<file path="src/rtl/speaker_result_reporter_if.sv">
`default_nettype none
// ============================================================================
// Module      : speaker_result_reporter_if
// Description : Byte-wide valid/ready handshake toward the UART transmitter.
//               master drives tx_valid/tx_data and samples tx_ready;
//               slave is the UART TX side.
// Ports       : tx_valid - a byte is being offered
//               tx_ready - the UART can take a byte this cycle
//               tx_data  - ASCII byte on offer
// Revision    : 1.0 - initial release
// ============================================================================
interface speaker_result_reporter_if;
  logic       tx_valid;
  logic       tx_ready;
  logic [7:0] tx_data;

  modport master (
    output tx_valid,
    output tx_data,
    input  tx_ready
  );

  modport slave (
    input  tx_valid,
    input  tx_data,
    output tx_ready
  );
endinterface
`default_nettype wire

</file>
<file path="src/rtl/speaker_result_reporter.sv">
`default_nettype none
// ============================================================================
// Module      : speaker_result_reporter
// Description : Captures the speaker recognition result, keeps the most
//               recent one for display, and, in UART reporting mode, sends
//               the six-byte ASCII report "SPK" + id + CR + LF over a
//               valid/ready byte interface.
// Ports       : clk, rst_n            - clock, async active-low reset
//               rs232_rx_data         - host command byte, [7:3] = mode
//               recognition_result    - speaker id or no-match code
//               recognition_result_flag - one-cycle result strobe
//               err_clr               - clears drop_err
//               tx (master)           - tx_valid / tx_ready / tx_data
//               last_result, result_valid - held result for display
//               busy                  - a report is in progress
//               drop_err              - sticky: flag arrived while busy
//               report_cnt            - completed reports, wraps at 255
// Revision    : 1.0 - initial release
// ============================================================================
module speaker_result_reporter #(
  parameter int unsigned SPEAKER_NUMBER = 4,
  parameter logic [2:0]  NO_RESULT_CODE = 3'b111,
  parameter logic [4:0]  MODE_CODE      = 5'b01011
) (
  input  logic                             clk,
  input  logic                             rst_n,
  input  logic [7:0]                       rs232_rx_data,
  input  logic [2:0]                       recognition_result,
  input  logic                             recognition_result_flag,
  input  logic                             err_clr,
  speaker_result_reporter_if.master        tx,
  output logic [2:0]                       last_result,
  output logic                             result_valid,
  output logic                             busy,
  output logic                             drop_err,
  output logic [7:0]                       report_cnt
);

  localparam logic [1:0] c_ST_IDLE  = 2'd0;
  localparam logic [1:0] c_ST_SEND  = 2'd1;
  localparam logic [1:0] c_ST_DONE  = 2'd2;

  localparam logic [2:0] c_LAST_IDX = 3'd5;

  localparam logic [7:0] c_CH_S     = 8'h53;
  localparam logic [7:0] c_CH_P     = 8'h50;
  localparam logic [7:0] c_CH_K     = 8'h4B;
  localparam logic [7:0] c_CH_ZERO  = 8'h30;
  localparam logic [7:0] c_CH_QUERY = 8'h3F;
  localparam logic [7:0] c_CH_CR    = 8'h0D;
  localparam logic [7:0] c_CH_LF    = 8'h0A;

  logic [1:0] r_state;
  logic [2:0] r_idx;
  logic [2:0] r_last_result;
  logic       r_result_valid;
  logic       r_drop_err;
  logic [7:0] r_report_cnt;
  logic       r_tx_valid;
  logic [7:0] r_tx_data;

  logic       w_mode_match;
  logic       w_id_known;
  logic [7:0] w_id_byte;
  logic [2:0] w_idx_next;
  logic [7:0] w_next_byte;
  logic       w_accept;
  logic       w_flag_dropped;
  logic       w_unused_rx;

  // Only the mode field of the host byte matters here.
  assign w_mode_match = (rs232_rx_data[7:3] == MODE_CODE);
  assign w_unused_rx  = ^rs232_rx_data[2:0];

  // The id byte always comes from the latched result so that a late or
  // changing input cannot corrupt a report already in flight.
  assign w_id_known = (r_last_result != NO_RESULT_CODE) &&
                      ({29'd0, r_last_result} < SPEAKER_NUMBER);
  assign w_id_byte  = w_id_known ? (c_CH_ZERO + {5'd0, r_last_result})
                                 : c_CH_QUERY;

  assign w_idx_next = r_idx + 3'd1;
  assign w_accept   = r_tx_valid && tx.tx_ready;

  // Byte for the index that follows an acceptance, so that the next byte
  // is registered in the same edge and there is no bubble between bytes.
  always_comb begin
    w_next_byte = c_CH_S;
    case (w_idx_next)
      3'd0:    w_next_byte = c_CH_S;
      3'd1:    w_next_byte = c_CH_P;
      3'd2:    w_next_byte = c_CH_K;
      3'd3:    w_next_byte = w_id_byte;
      3'd4:    w_next_byte = c_CH_CR;
      3'd5:    w_next_byte = c_CH_LF;
      default: w_next_byte = c_CH_S;
    endcase
  end

  always_ff @(posedge clk or negedge rst_n) begin
    if (!rst_n) begin
      r_state        <= c_ST_IDLE;
      r_idx          <= 3'd0;
      r_last_result  <= 3'd0;
      r_result_valid <= 1'b0;
      r_report_cnt   <= 8'd0;
      r_tx_valid     <= 1'b0;
      r_tx_data      <= 8'd0;
    end else begin
      case (r_state)
        c_ST_IDLE: begin
          if (recognition_result_flag) begin
            r_last_result  <= recognition_result;
            r_result_valid <= 1'b1;
            if (w_mode_match) begin
              r_state    <= c_ST_SEND;
              r_idx      <= 3'd0;
              r_tx_valid <= 1'b1;
              r_tx_data  <= c_CH_S;
            end
          end
        end
        c_ST_SEND: begin
          if (w_accept) begin
            if (r_idx == c_LAST_IDX) begin
              r_state    <= c_ST_DONE;
              r_tx_valid <= 1'b0;
              r_idx      <= 3'd0;
            end else begin
              r_idx     <= w_idx_next;
              r_tx_data <= w_next_byte;
            end
          end
        end
        c_ST_DONE: begin
          r_report_cnt <= r_report_cnt + 8'd1;
          r_state      <= c_ST_IDLE;
        end
        default: begin
          r_state    <= c_ST_IDLE;
          r_tx_valid <= 1'b0;
          r_idx      <= 3'd0;
        end
      endcase
    end
  end

  // A flag outside IDLE is lost; setting wins over a simultaneous clear.
  assign w_flag_dropped = recognition_result_flag && (r_state != c_ST_IDLE);

  always_ff @(posedge clk or negedge rst_n) begin
    if (!rst_n) begin
      r_drop_err <= 1'b0;
    end else if (w_flag_dropped) begin
      r_drop_err <= 1'b1;
    end else if (err_clr) begin
      r_drop_err <= 1'b0;
    end
  end

  assign tx.tx_valid   = r_tx_valid;
  assign tx.tx_data    = r_tx_data;
  assign last_result   = r_last_result;
  assign result_valid  = r_result_valid;
  assign busy          = (r_state != c_ST_IDLE);
  assign drop_err      = r_drop_err;
  assign report_cnt    = r_report_cnt;

endmodule
`default_nettype wire

</file>
<file path="src/flat_wrapper.sv">
// flat-port wrapper written by rule: the top's interface ports become plain ports
module speaker_result_reporter_flat 
#(
  parameter int unsigned SPEAKER_NUMBER = 4,
  parameter logic [2:0]  NO_RESULT_CODE = 3'b111,
  parameter logic [4:0]  MODE_CODE      = 5'b01011
)
  (clk, rst_n, rs232_rx_data, recognition_result, recognition_result_flag, err_clr, last_result, result_valid, busy, drop_err, report_cnt, tx_tx_valid, tx_tx_data, tx_tx_ready);
  speaker_result_reporter_if tx_i ();
  input  logic clk;
  input  logic rst_n;
  input  logic [7:0] rs232_rx_data;
  input  logic [2:0] recognition_result;
  input  logic recognition_result_flag;
  input  logic err_clr;
  output logic [2:0] last_result;
  output logic result_valid;
  output logic busy;
  output logic drop_err;
  output logic [7:0] report_cnt;
  output wire logic [$bits(tx_i.tx_valid)-1:0] tx_tx_valid;
  output wire logic [$bits(tx_i.tx_data)-1:0] tx_tx_data;
  input wire logic [$bits(tx_i.tx_ready)-1:0] tx_tx_ready;
  assign tx_tx_valid = tx_i.tx_valid;
  assign tx_tx_data = tx_i.tx_data;
  assign tx_i.tx_ready = tx_tx_ready;
  speaker_result_reporter #(.SPEAKER_NUMBER(SPEAKER_NUMBER), .NO_RESULT_CODE(NO_RESULT_CODE), .MODE_CODE(MODE_CODE)) u_core (.clk(clk), .rst_n(rst_n), .rs232_rx_data(rs232_rx_data), .recognition_result(recognition_result), .recognition_result_flag(recognition_result_flag), .err_clr(err_clr), .tx(tx_i), .last_result(last_result), .result_valid(result_valid), .busy(busy), .drop_err(drop_err), .report_cnt(report_cnt));
endmodule
</file>
<file path="config.mk">
export PLATFORM = sky130hd
export DESIGN_NAME = speaker_result_reporter_flat
export DESIGN_NICKNAME = d
export VERILOG_FILES = /design/src/rtl/speaker_result_reporter_if.sv /design/src/rtl/speaker_result_reporter.sv /design/src/flat_wrapper.sv
export SDC_FILE = /design/constraint.sdc
export NUM_CORES = 1
export LEC_CHECK = 0
export ABC_CLOCK_PERIOD_IN_PS = 2400
export BUFFER_PORTS_ARGS = -buffer_cell sky130_fd_sc_hd__buf_2
export CORE_MARGIN = 2
export CORE_UTILIZATION = 49
export CTS_CLUSTER_DIAMETER = 50
export CTS_CLUSTER_SIZE = 8
export DETAILED_ROUTE_END_ITERATION = 12
export PLACE_DENSITY_LB_ADDON = 0.08
export SETUP_SLACK_MARGIN = 0.5
export SYNTH_ARGS = -nofsm -noshare
export SYNTH_HDL_FRONTEND = slang
export SYNTH_SLANG_ARGS = --single-unit
</file>
<file path="constraint.sdc">
create_clock -name clk -period 2.4 [get_ports clk]
set_input_delay 0.36 -clock clk [delete_from_list [all_inputs] [get_ports clk]]
set_output_delay 0.36 -clock clk [all_outputs]
set_load 0.03 [all_outputs]
</file>
==> results of run 1 <==
## area by class of cell
cell class                      instances  area [µm²]
Sequential cell                        26         651
Tap cell                               30        37.5
Clock buffer                            3        22.5
Inverter                                7        26.3
Multi-Input combinational cell         78         549
Fill cell                             226         998
Timing Repair Buffer                   34         170
## power groups by stage
stage	clock network (mW)	logic [mW]	registers, mW
floorplan	0	0.410	0.808
global placement	0	0.662	0.697
detailed placement	0	0.673	0.702
CTS	0.189	0.675	0.692
global route	0.203	0.740	0.719
finish	0.176	0.670	0.691
## metrics by stage
stage / power (mW) / hold slack [ns] / worst slack, ns / cell area, µm²
floorplan: 1.22 / 0.0644 / 0.958 / 1260
global placement: 1.36 / 0.388 / 0.846 / 1430
detailed placement: 1.38 / 0.392 / 0.821 / 1430
CTS: 1.56 / 0.0280 / 0.585 / 1450
global route: 1.66 / 0.0449 / 0.571 / 1460
finish: 1.54 / 0.0201 / 0.678 / 1460
## registers in the layout, indices dropped and copies added, names as in the netlist
| register | cells |
|---|---|
| u_core.report_cnt | 8 |
| u_core.last_result | 3 |
| u_core.tx.tx_valid | 1 |
| u_core.result_valid | 1 |
| u_core.drop_err | 1 |
| u_core.r_idx | 3 |
| u_core.tx.tx_data | 7 |
| u_core.r_state | 2 |
## cell usage in the layout (no fill, tap or decap), drive strengths merged, types with 3 or more instances in the layout
cell type and n:
nand2b 3, nor2b 3, dfrtp 26, o32ai 3
clkbuf 3, nor3 4, nand3 3, nand2 6
inv 7, mux2 7, buf 34, nor2 12
xnor2 6, a21oi 7, o21ai 4
## worst max-delay path, stage by stage (launching register included)
cell	delay, ns
dfrtp_1	0.55
nor2_2	0.25
inv_1	0.08
buf_2	0.18
## worst paths after layout
kind,from,to,slack (ns),depth (start not counted)
max,u_core.r_state[0]$_DFFE_PN0P_,busy,0.68,3
min,rst_n,u_core.tx.tx_valid$_DFFE_PN0P_,0.02,1
max reg2reg,u_core.r_idx[0]$_DFFE_PN0P_,u_core.tx.tx_data[0]$_DFFE_PN0P_,0.85,4
min reg2reg,u_core.result_valid$_DFFE_PN0P_,u_core.result_valid$_DFFE_PN0P_,0.48,1
max in group asynchronous,rst_n,u_core.report_cnt[2]$_DFFE_PN0P_,2.01,1
min in group clk,recognition_result[1],u_core.last_result[1]$_DFFE_PN0P_,0.27,2
## logic make-up (layout without fill, tap and decap cells)
group,Yosys count,in the layout,share of synthesized area [%]
and+or+nand+nor,42,42,19.6
DFF,26,26,51.5
AOI/OAI and AO/OA,19,19,10.6
buffers and inverters,12,44,5.15
xor gates and xnor gates,8,8,5.55
muxes,7,7,6.24
adders and majority gates,1,1,0.991
other,1,1,0.297
## what timing repair did
item,in CTS,in global routing
hold buffers,0,0
endpoints found under the setup margin,0,1
gates resized for setup,0,1
## cells in the mapped netlist (3+ instances only)
master / instances / area share (%)
dfrtp_1: 26 / 52
nor2_1: 11 / 3.3
inv_1: 7 / 2.1
mux2_2: 7 / 6.2
a21oi_1: 6 / 2.4
nand2_1: 6 / 1.8
xnor2_1: 6 / 4.2
nor3_1: 4 / 1.6
o21ai_0: 4 / 1.6
buf_4: 3 / 1.8
nand2b_1: 3 / 1.5
nand3_1: 3 / 1.2
o32ai_1: 3 / 2.1
## metal layers
layer / part of all wire [%] / routed length (µm) / vias up / track usage (%)
met1: 48 / 1150 / 443 / 26.5
met4: 0.63 / 15 / 0 / 7.50
met2: 45 / 1080 / 25 / 26.4
met3: 5.5 / 131 / 2 / 3.01
li1: - / - / 463 / -
met5: 0 / 0 / - / 0
==> run metrics, run 1 <==
Syn Std Cell Area 1260 µm²; Finished Core Util about three fifths; post-synthesis register bit count 26; Switching Fraction 43.9%; Reg clk slew, reported paths 0.13 ns; WS Path Type reg2out; Top Ports 39; share of layout cells above drive strength 1 34.5%; Final Hold Viols 0; Layout Nets about 170; critical path launch point type register; final setup violation count 0; combinational power share 43.6%; Final Cycle Share 71.7%; Overflow after GRT 0; pwr dens 1060 nW/µm²; clock sinks 26; Primary FF master, synth dfrtp_1; count of buffers from port buffering 34; Internal Power 863 µW; H-tree Lvls 1; vias in the first global route 846; drt pass-1 iters 4; Net Switching 674 µW; non-filler cells, final approximately 180; DP Wirelength 1790 µm; Total GRT Usage 18.1%; Final min period 1.72 ns; WL final 2370 µm; Max Buffers Root-to-Sink 2; Worst-Skew Late Latency 0.31 ns; Die Area 3000 µm²; Post-CTS Setup Bufs 0; Final Max Slew Viols 0; Chip Height 54.8 µm; Synth Warn # 0; Post-synth EDFFs 0; P_leak 0.701 nW; Gate Count Post-Synth 116; crit-path max FO 10; Slew HR 62.2%; TritonCTS clock tree built; initial antenna violation count 0; WP data required 2.04 ns; Diodes inserted 0; setup_tns 0 ns; Starting Density 51.4%; Via density around 5.2; CTS buffer count 3; Mapped Nets 133; status complete, no violations; Mean Syn Cell Area 10.9 µm²; clock root buffer master clkbuf_4; via count 933; min-delay worst type in2async; Worst EP arrival roughly 1.4 ns; FMAX 0.581 GHz; core area 2450 µm²; Inst Count DP between 150 and 200; first-pass GRT wire length 3780 µm; drt drc 0; worst slew pin tran between 0.5 and 0.6 ns; maximum VDD drop 0.643 mV; critical path capture point type output pin; Clk pwr share a little under an eighth; Routed wire per std cell 13.3 µm; Async SR Flop Fraction 100%; max cap viols 0; row count 18; DIE WIDTH 54.8 µm; Routed Antenna Nets 0; Fin Clk Skew approximately 0.0032 ns; Layout area overhead 15.4%; Flop pwr share between 40 and 50%; count of cell types in the netlist 36; unrepaired setup endpoints after global routing false; pin count of the biggest net entering global routing 27; placer congestion estimate about 0.76; DRT iter0 DRCs 15; Seq/Total Area, Yosys 51.5%
Power figures use the tool's default switching activity.
==> run 2, diff against run 1 <==
--- a/config.mk
+++ b/config.mk
@@ -5,7 +5,7 @@
 export SDC_FILE = /design/constraint.sdc
 export NUM_CORES = 1
 export LEC_CHECK = 0
-export ABC_CLOCK_PERIOD_IN_PS = 2400
+export ABC_CLOCK_PERIOD_IN_PS = 1700
 export BUFFER_PORTS_ARGS = -buffer_cell sky130_fd_sc_hd__buf_2
 export CORE_MARGIN = 2
 export CORE_UTILIZATION = 49
==> constraint.sdc (replaced) <==
create_clock -name clk -period 1.7 [get_ports clk]
set_input_delay 0.255 -clock clk [delete_from_list [all_inputs] [get_ports clk]]
set_output_delay 0.255 -clock clk [all_outputs]
set_load 0.03 [all_outputs]
==> run 2 against run 1 <==
Effect of this change: final cell count increased by 16%; core utilization rose by 17 points; sequential power is 35% higher; non-clock buffer count is 28 higher; power grew 84%; sequential cell count is the same; sequential share of layout area shrank 9.5 points; clock power up 140%.
==> run metrics, run 2 (synthesis results as in run 1) <==
status complete, no violations; unrepaired setup endpoints after global routing true; placer congestion estimate 0.909; drt drc 0; Routed Antenna Nets 0; drt pass-1 iters 4; Slew HR about three fifths; Layout Cell Area excl Fill 1870 µm²; Die Area around 3000 µm²; pin count of the biggest net entering global routing 27; WP data required 1.92 ns; CP max stage delay 0.41 ns; crit-path max FO 4; worst slew pin tran 0.574 ns; setup_tns 0 ns; Overflow after GRT 0; count of buffers from port buffering 34; clock root buffer master clkbuf_4; Starting Density 51.4%; Final min period about 1.4 ns; Top Ports 39; DRT iter0 DRCs 7; GR Util met3 2.46%; TritonCTS clock tree built; WL final 2860 µm; global-route met1 utilization around a quarter; vias in the first global route around 1000; row count 18; via count 1053; gr busiest metal met2; commonest non-fill, non-tap cell in the layout buf_4; R2R setup slack 0.32 ns; min-delay worst type in2reg; core area between 2000 and 2500 µm²; max reg flops 8; first-pass GRT wire length 4120 µm; initial antenna violation count 0; Max Buffers Root-to-Sink 2; Final Cycle Share 81.2%; FMAX 0.724 GHz; Chip Height 54.8 µm; GR Layer Usage met2 31.7%; Fillers 159; P_leak 0.904 nW; pwr dens roughly 1500 nW/µm²; DIE WIDTH 54.8 µm; max cap viols 0; Slowest-stage cell, CP dfrtp_1; Total GRT Usage between 10% and 20%; WS Path Type reg2reg; post-place instance area ~1500 µm²; clock sinks 26; Reg clk slew, reported paths 0.15 ns; critical path capture point type register; Final Hold Viols 0; share of layout cells above drive strength 1 about 54%; critical path launch point type register; CTS buffer count 3; CP Cell Sequence and3b_2 -> nor2_4 -> a21oi_4 -> mux2_4; most frequent cells in the layout 29 x buf_4, 20 x dfrtp_1, 19 x buf_2; Diodes inserted 0; Final Max Slew Viols 0; maximum VDD drop 1.11 mV; Fin Clk Skew 0.00894 ns; Worst-Skew Late Latency 0.32 ns; Layout Nets 195; final setup violation count 0; DP Wirelength around 1800 µm; Layout area overhead 48.1%; Worst EP arrival 1.60 ns; Via density 5.09; Routed wire per std cell around 14 µm; H-tree Lvls 1
run 2: cell types whose count changed in the layout (fill, tap and decap cells not counted), moves of 3 or more:
| cell | change |
|---|---|
| buf_2 | -15 |
| buf_4 | +29 |
| buf_6 | +13 |
| dfrtp_1 | -6 |
| dfrtp_2 | +6 |
| mux2_2 | -3 |
| mux2_4 | +3 |
| nand3_1 | -3 |
run 2: critical path: cells and delay by family, from the launching register on:
kind	cells	cell delay [ns]
AOI/OAI and AO/OA	1	0.20
muxes	1	0.32
DFF	1	0.41
and+or+nand+nor	2	0.34
run 2: per-layer routing:
layer,vias to the layer above,share of wire (%)
li1,518,-
met1,495,46
met2,34,48
met3,6,4.1
met4,0,1.6
met5,-,0
run 2: worst paths after layout:
path,end,depth (start not counted),startpoint
worst max-delay path,u_core.tx.tx_data[0]$_DFFE_PN0P_,4,u_core.r_idx[1]$_DFFE_PN0P_
worst min-delay path,u_core.last_result[2]$_DFFE_PN0P_,2,recognition_result[2]
worst max register to register,u_core.tx.tx_data[0]$_DFFE_PN0P_,4,u_core.r_idx[1]$_DFFE_PN0P_
worst min register to register,u_core.tx.tx_data[2]$_DFFE_PN0P_,1,u_core.tx.tx_data[2]$_DFFE_PN0P_
max in group asynchronous,u_core.tx.tx_valid$_DFFE_PN0P_,2,rst_n
min in group asynchronous,u_core.tx.tx_data[6]$_DFFE_PN0P_,2,rst_n
run 2: metrics by stage:
step | worst slack (ns) | hold WS [ns] | utilization (%) | power (mW) | std cells
2_1_floorplan | 0.281 | -0.0406 | - | 1.76 | 116
3_3_place_gp | 0.228 | 0.278 | 61.0 | 2.02 | 180
3_5_place_dp | 0.222 | 0.287 | 61.0 | 2.04 | 180
4_1_cts | 0.347 | 0.150 | 71.2 | 2.69 | 202
5_1_grt | 0.292 | 0.141 | 76.1 | 2.99 | 207
6_report | 0.320 | 0.153 | 76.1 | 2.83 | 207
run 2: area by class of cell:
type	count	area (µm²)	share of cell area, %
sequential	26	658	35.2
multi-input combinational	78	626	33.5
timing repair buffer	62	469	25.1
tap	30	37.5	2.01
clock inverter	1	30.0	1.61
inverter	7	26.3	1.41
clock buffer	3	22.5	1.20
run 2: power breakdown:
part / internal (mW) / switching, mW
clock: 0.238 / 0.190
sequential: 0.791 / 0.145
combinational: 0.694 / 0.769
run 2: repair_timing:
item,4_1_cts,5_1_grt
gates resized for setup,22,27
setup endpoints to repair,30,38
pin swaps,4,6
buffers inserted,17,5
hold buffers,1,0
endpoints found under the hold margin,26,0
